File: src/rtl/seg7_pkg.sv
// Shared 7-segment definitions: segment type, hex glyph table, decode helper, FSM states.
// Latency: n/a (types, constants and a combinational function only).
// Backpressure: n/a.
package seg7_pkg;

    // Segment bits: bit0=a .. bit6=g, active-high.
    typedef logic [6:0] seg7_t;

    localparam seg7_t SEG7_BLANK = 7'h00;

    // Glyph for nibble n lives at SEG7_HEX[n]. The list runs from F (15) down to 0 (0).
    localparam logic [15:0][6:0] SEG7_HEX = {
        7'h71, 7'h79, 7'h5E, 7'h39, 7'h7C, 7'h77, 7'h6F, 7'h7F,
        7'h07, 7'h7D, 7'h6D, 7'h66, 7'h4F, 7'h5B, 7'h06, 7'h3F
    };

    typedef struct packed {
        logic       match;   // pattern is one of the 16 hex glyphs
        logic       blank;   // pattern is all segments off
        logic [3:0] nibble;  // decoded value, 0 when there is no match
    } seg7_dec_t;

    typedef enum logic {
        S_TRACK,
        S_HELD
    } seg7_state_t;

    function automatic seg7_dec_t seg7_to_hex(input seg7_t seg);
        seg7_dec_t d;
        d.match  = 1'b0;
        d.blank  = (seg == SEG7_BLANK);
        d.nibble = 4'h0;
        for (int i = 0; i < 16; i++) begin
            if (seg == SEG7_HEX[i]) begin
                d.match  = 1'b1;
                d.nibble = 4'(i);
            end
        end
        return d;
    endfunction

endpackage

File: src/rtl/seg7_stable.sv
// Stability filter: registers the display bus and strobes o_commit once per stable period.
// Latency: o_commit fires STABLE_CYCLES edges after a new value is first sampled.
// Backpressure: none; the bus is free-running and shorter-lived values are dropped.
// Ports: i_clk/i_rst (sync, active-high); i_samp raw bus; o_samp registered bus; o_commit one-cycle strobe.
module seg7_stable
    import seg7_pkg::*;
#(
    parameter int W             = 11,
    parameter int STABLE_CYCLES = 4
) (
    input  logic         i_clk,
    input  logic         i_rst,
    input  logic [W-1:0] i_samp,
    output logic [W-1:0] o_samp,
    output logic         o_commit
);

    localparam int            CW      = $clog2(STABLE_CYCLES + 1);
    localparam logic [CW-1:0] CNT_MAX = CW'(STABLE_CYCLES);

    logic [W-1:0]  r_samp;
    logic [CW-1:0] r_cnt;
    seg7_state_t   r_state;
    seg7_state_t   w_state_nxt;
    logic          w_change;
    logic          w_at_max;

    assign w_change = (i_samp != r_samp);
    assign w_at_max = (r_cnt == CNT_MAX);
    assign o_samp   = r_samp;

    // If the bus moves on the very edge that commits, stay in S_TRACK so the
    // new value gets its own commit; otherwise S_HELD would never see a change.
    always_comb begin
        w_state_nxt = r_state;
        o_commit    = 1'b0;
        case (r_state)
            S_TRACK: begin
                if (w_at_max) begin
                    o_commit = 1'b1;
                    if (!w_change) begin
                        w_state_nxt = S_HELD;
                    end
                end
            end
            S_HELD: begin
                if (w_change) begin
                    w_state_nxt = S_TRACK;
                end
            end
            default: w_state_nxt = S_TRACK;
        endcase
    end

    always_ff @(posedge i_clk) begin
        if (i_rst) begin
            r_samp  <= '0;
            r_cnt   <= '0;
            r_state <= S_TRACK;
        end else begin
            r_samp  <= i_samp;
            r_state <= w_state_nxt;
            if (w_change) begin
                r_cnt <= CW'(1);
            end else if (!w_at_max) begin
                r_cnt <= r_cnt + CW'(1);
            end
        end
    end

endmodule

File: src/rtl/seg7_capture.sv
// Decodes a multiplexed 7-segment bus back into per-digit nibbles with blank/error flags and frame tracking.
// Latency: outputs update STABLE_CYCLES edges after a pattern is first sampled.
// Backpressure: none; the monitor never stalls the display, unstable patterns are simply not captured.
// Ports: clk/rst (sync, active-high); seg_i a..g; dig_en_i one-hot digit enables;
//        digit_o/blank_o/err_o per-digit result; frame_valid_o level; frame_done_o/update_o/scan_err_o pulses.
module seg7_capture
    import seg7_pkg::*;
#(
    parameter int NUM_DIGITS    = 4,
    parameter int STABLE_CYCLES = 4
) (
    input  logic                    clk,
    input  logic                    rst,
    input  logic [6:0]              seg_i,
    input  logic [NUM_DIGITS-1:0]   dig_en_i,
    output logic [4*NUM_DIGITS-1:0] digit_o,
    output logic [NUM_DIGITS-1:0]   blank_o,
    output logic [NUM_DIGITS-1:0]   err_o,
    output logic                    frame_valid_o,
    output logic                    frame_done_o,
    output logic                    update_o,
    output logic                    scan_err_o
);

    localparam int W = NUM_DIGITS + 7;

    logic [W-1:0]            w_samp;
    logic                    w_commit;
    logic [NUM_DIGITS-1:0]   w_dig_en;
    seg7_t                   w_seg;
    seg7_dec_t               w_dec;
    logic                    w_onehot;
    logic                    w_multi;
    logic [3:0]              w_nib;
    logic                    w_blank;
    logic                    w_err;
    logic                    w_changed;
    logic [NUM_DIGITS-1:0]   w_seen_nxt;

    logic [4*NUM_DIGITS-1:0] r_digit;
    logic [NUM_DIGITS-1:0]   r_blank;
    logic [NUM_DIGITS-1:0]   r_err;
    logic [NUM_DIGITS-1:0]   r_seen;
    logic                    r_frame_valid;
    logic                    r_frame_done;
    logic                    r_update;
    logic                    r_scan_err;

    seg7_stable #(
        .W             (W),
        .STABLE_CYCLES (STABLE_CYCLES)
    ) u_stable (
        .i_clk    (clk),
        .i_rst    (rst),
        .i_samp   ({dig_en_i, seg_i}),
        .o_samp   (w_samp),
        .o_commit (w_commit)
    );

    assign w_dig_en = w_samp[W-1:7];
    assign w_seg    = w_samp[6:0];
    assign w_dec    = seg7_to_hex(w_seg);

    // x & (x-1) clears the lowest set bit, so it is zero only for a single-bit x.
    assign w_onehot = (w_dig_en != '0) && ((w_dig_en & (w_dig_en - NUM_DIGITS'(1))) == '0);
    assign w_multi  = (w_dig_en != '0) && !w_onehot;

    assign w_nib      = w_dec.match ? w_dec.nibble : 4'h0;
    assign w_blank    = w_dec.blank;
    assign w_err      = !w_dec.match && !w_dec.blank;
    assign w_seen_nxt = r_seen | w_dig_en;

    always_comb begin
        w_changed = 1'b0;
        for (int i = 0; i < NUM_DIGITS; i++) begin
            if (w_dig_en[i] && ({r_digit[4*i +: 4], r_blank[i], r_err[i]} != {w_nib, w_blank, w_err})) begin
                w_changed = 1'b1;
            end
        end
    end

    always_ff @(posedge clk) begin
        if (rst) begin
            r_digit       <= '0;
            r_blank       <= '1;
            r_err         <= '0;
            r_seen        <= '0;
            r_frame_valid <= 1'b0;
            r_frame_done  <= 1'b0;
            r_update      <= 1'b0;
            r_scan_err    <= 1'b0;
        end else begin
            r_frame_done <= 1'b0;
            r_update     <= 1'b0;
            r_scan_err   <= 1'b0;
            if (w_commit) begin
                if (w_multi) begin
                    r_scan_err <= 1'b1;
                end else if (w_onehot) begin
                    for (int i = 0; i < NUM_DIGITS; i++) begin
                        if (w_dig_en[i]) begin
                            r_digit[4*i +: 4] <= w_nib;
                            r_blank[i]        <= w_blank;
                            r_err[i]          <= w_err;
                        end
                    end
                    r_update <= w_changed;
                    // Completing the frame restarts the seen mask for the next scan.
                    if (w_seen_nxt == '1) begin
                        r_seen        <= '0;
                        r_frame_done  <= 1'b1;
                        r_frame_valid <= 1'b1;
                    end else begin
                        r_seen <= w_seen_nxt;
                    end
                end
            end
        end
    end

    assign digit_o       = r_digit;
    assign blank_o       = r_blank;
    assign err_o         = r_err;
    assign frame_valid_o = r_frame_valid;
    assign frame_done_o  = r_frame_done;
    assign update_o      = r_update;
    assign scan_err_o    = r_scan_err;

endmodule
File: config.mk
export PLATFORM = sky130hd
export DESIGN_NAME = seg7_capture
export DESIGN_NICKNAME = d
export VERILOG_FILES = /design/src/rtl/seg7_pkg.sv /design/src/rtl/seg7_stable.sv /design/src/rtl/seg7_capture.sv
export SDC_FILE = /design/constraint.sdc
export NUM_CORES = 1
export LEC_CHECK = 0
export ABC_AREA = 0
export BUFFER_PORTS_ARGS = -buffer_cell sky130_fd_sc_hd__buf_2
export CORE_MARGIN = 4
export CORE_UTILIZATION = 40
export CTS_CLUSTER_DIAMETER = 80
export CTS_CLUSTER_SIZE = 16
export DETAILED_ROUTE_END_ITERATION = 12
export GPL_TIMING_DRIVEN = 0
export HOLD_SLACK_MARGIN = 0.02
export PLACE_DENSITY_LB_ADDON = 0.15
export SLEW_MARGIN = 20
export SYNTH_ARGS = -nofsm -noshare
export SYNTH_HDL_FRONTEND = slang
export SYNTH_SLANG_ARGS = --single-unit
File: constraint.sdc
create_clock -name clk -period 4.5 [get_ports clk]
set_input_delay 0.225 -clock clk [delete_from_list [all_inputs] [get_ports clk]]
set_output_delay 0.225 -clock clk [all_outputs]
set_load 0.02 [all_outputs]
==> impl_metrics.toml <==
[outcome]
outcome = "complete, no violations"

[global_routing]
grt_pass1_vias = 2039
grt_use_total_pct = 17.5
grt_start_max_net_pins = 15
grt_pass1_wl_um = 10300
antenna_found_initial = 0
grt.overflow.total = 0

[clock_network]
cts-root-buf = "clkbuf_8"
cts_setup_buffers = 0
ctsHoldBuffers = 0
cts_resized = 0
cts_buffers = 5
clk_latency_ns = 0.30
cts_tree = "done"
clkTransAtPathRegs_ns = 0.09
cts_buffer_depth = 2
numClockSinks = 47
htree_levels = 2

[drt]
ant_nets = 0
drc = 0
wl_per_cell_um = 14.5
drt_first_iter_violations = 113
route.vias.total = 2092
wirelength_um = 5960
viasPerCell = 5.08
firstDrtPassIters = 4

[setup_path]
worst-path-max-fanout = 10
r2r.worst_path.cells = 9
r2r-end = "update_o"
cp-end-kind = "flip-flop"
crit_chain = "buf_6 > nor2b_1 > a211oi_1 > o21ai_1 > xor2_1 > nor4_1 > nand3_1 > a22oi_1 > a311oi_1"
slowest_delay_ns = 0.60
crit_slowest_cell = "o21ai_1"
cp.required_ns = 4.67
r2r_start = "u_stable.o_samp[3]"
start_kind = "flip-flop"
reg2reg_slack_ns = 1.89
cp.arrival_ns = 2.78
worstSetupPathType = "reg2reg"

[sta]
fin_ws_ns = 1.89
fin_tns_setup_ns = 0
maxSlewViolCount = 0
relSlewSlack_pct = 50.9
whs_ns = 0.150
fin_crit_sh_pct = 58.1
rsz0062_at_grt = "no"
worst_slew_pin_slew_ns = 0.731
hold_viol = 0
fmax_mhz = 382
finalSetupViolCount = 0
period_needed_ns = 2.61
fin_skew_ns = 0.0101

[final_layout]
n_antenna_cell = 0
fin_area_um2 = 2800
syn_to_final_growth_pct = 15.7
post-route-util_pct = 47.6
nets = 351
drive_gt1_share_pct = 18.7

[synthesis]
avgSynthCellArea_um2 = 8.37
synth_top_family_by_area = "simple AND/OR/NAND/NOR gates"
synth_edf_count = 0
syn_area_um2 = 2420
yosys.area_share.simple_pct = 28.1
async_reset_ff_share_pct = 0
muxShareOfSynthArea_pct = 0.414
synth_commonest_cells = "nor2_1 (49), dfxtp_1 (47), xnor2_1 (25), a21oi_1 (19), nor3_1 (16)"
yosys_warnings = 0
synth-xor-area-share_pct = 13.8
synth_fa_ha_area_share_pct = 1.45
synth_compound_area_share_pct = 13.3
seq_area_frac_synth_pct = 38.9
ys_types = 46
synth_fp_nets = 304
ys_seq_elements = 47
postSynthCellCount = 289
synthFlopType = "dfxtp_1"
synth_area_leaders = "dfxtp_1 (39%), xnor2_1 (9.0%), nor2_1 (7.6%)"
synth_top_cell_by_area = "dfxtp_1"
synth_top_cell_area_share_pct = 38.9
yosysMostFrequentCell = "nor2_1"

[die]
die-area_um2 = 7360
ioPinCount = 41
die_w_um = 85.8
dieHeight_um = 85.8
rows = 28
core_area_um2 = 5890
start_util_pct = 41.1

[min_path]
min_path_cells = 2
holdCritStartpoint = "dig_en_i[0]"
hold_path_class = "in2reg"
min_to = "u_stable.o_samp[7]"

[placement]
io_buffers = 40
place_area_um2 = 2710
pre_cts_ws_ns = 1.97
dp_hpwl_um = 4430
place_congestion = 0.868

[power_and_ir_drop]
pwr_density_cell_nw_per_um2 = 271
pwr-share-clk_pct = 33.1
p_sw_share_pct = 25.8
irDropWorstVdd_mv = 0.164
p_sw_mw = 0.196
p_int_mw = 0.563
p_leak_nw = 1.11
p_seq_share_pct = 56.0
p_comb_share_pct = 10.9

[flow_run]
drv_cap = 0
==> metrics by stage <==
| step | std cells | power, mW |
|---|---|---|
| after floorplan | 289 | 0.493 |
| after global placement | 404 | 0.517 |
| after detailed placement | 404 | 0.518 |
| after CTS | 412 | 0.766 |
| after global routing | 412 | 0.800 |
| final | 412 | 0.760 |
==> worst max path at each step <==
stage          depth (start not counted)  slack [ns]     endpoint                from
6_report                               9        1.89     update_o  u_stable.o_samp[3]
5_1_grt                               10        1.62  digit_o[12]  u_stable.o_samp[7]
4_1_cts                                9        1.93     update_o  u_stable.o_samp[3]
3_5_place_dp                           9        1.97     update_o  u_stable.o_samp[3]
3_3_place_gp                           9        1.93     update_o  u_stable.o_samp[4]
2_1_floorplan                          8        2.31     update_o  u_stable.o_samp[5]
==> layout make-up <==
class / count / area (um2)
plain buffers: 18 / 87.6
clock buffers: 6 / 72.6
clock inverters: 2 / 12.5
fillers: 626 / 3090
inverters: 3 / 11.3
multi-input cells: 221 / 1380
flip-flops and latches: 47 / 941
well taps: 75 / 93.8
repair buffers: 40 / 200
==> power groups by stage <==
stage	registers, mW	clock network, mW	logic (mW)
after floorplan	0.434	0	0.0596
after detailed placement	0.435	0	0.0829
after global placement	0.435	0	0.0821
after global routing	0.427	0.280	0.0929
final	0.425	0.252	0.0829
after CTS	0.425	0.258	0.0833
==> cells in the final DEF, fill, tap and decap left out, drive strengths merged, types with 3 or more instances in the layout <==
cell type	count
nand4	8
clkbuf	14
nor4	3
nand2	11
xnor2	25
and3	3
nor2b	15
o21ai	5
nor2	49
nor3b	3
xor2	13
dfxtp	47
inv	3
a211oi	4
o21a	3
a21oi	20
nand3	8
a211o	5
o22ai	4
nor3	16
buf	50
and2	3
==> metal layers <==
metal  vias up  global-route usage, %  share of wire [%]
li1       1096                      -                  -
met1       951                   26.1                 52
met2        40                   25.1                 42
met3         5                   4.03                4.0
met4         0                   5.18                1.3
met5         -                      0                  0
==> critical path, delay by kind of cell (launching register included) <==
family                    cells  cell delay (ns)
buffers and inverters         1             0.17
and+or+nand+nor               3             0.67
DFF                           1             0.42
xor gates and xnor gates      1             0.14
AOI/OAI and AO/OA             4             1.07
==> cell families after synthesis <==
group	after synthesis
buffers and inverters	21
AOI/OAI and AO/OA	49
DFF	47
adders and majority gates	3
and+or+nand+nor	130
xor gates and xnor gates	38
muxes	1
==> state kept, by name (all words and copies together) (netlist names) <==
signal	count
digit_o	16
u_stable.o_samp	11
blank_o	4
err_o	4
r_seen	4
u_stable.r_cnt	3
frame_done_o	1
frame_valid_o	1
scan_err_o	1
u_stable.r_state	1
update_o	1
Note: power is estimated with default switching activity, not from simulation.
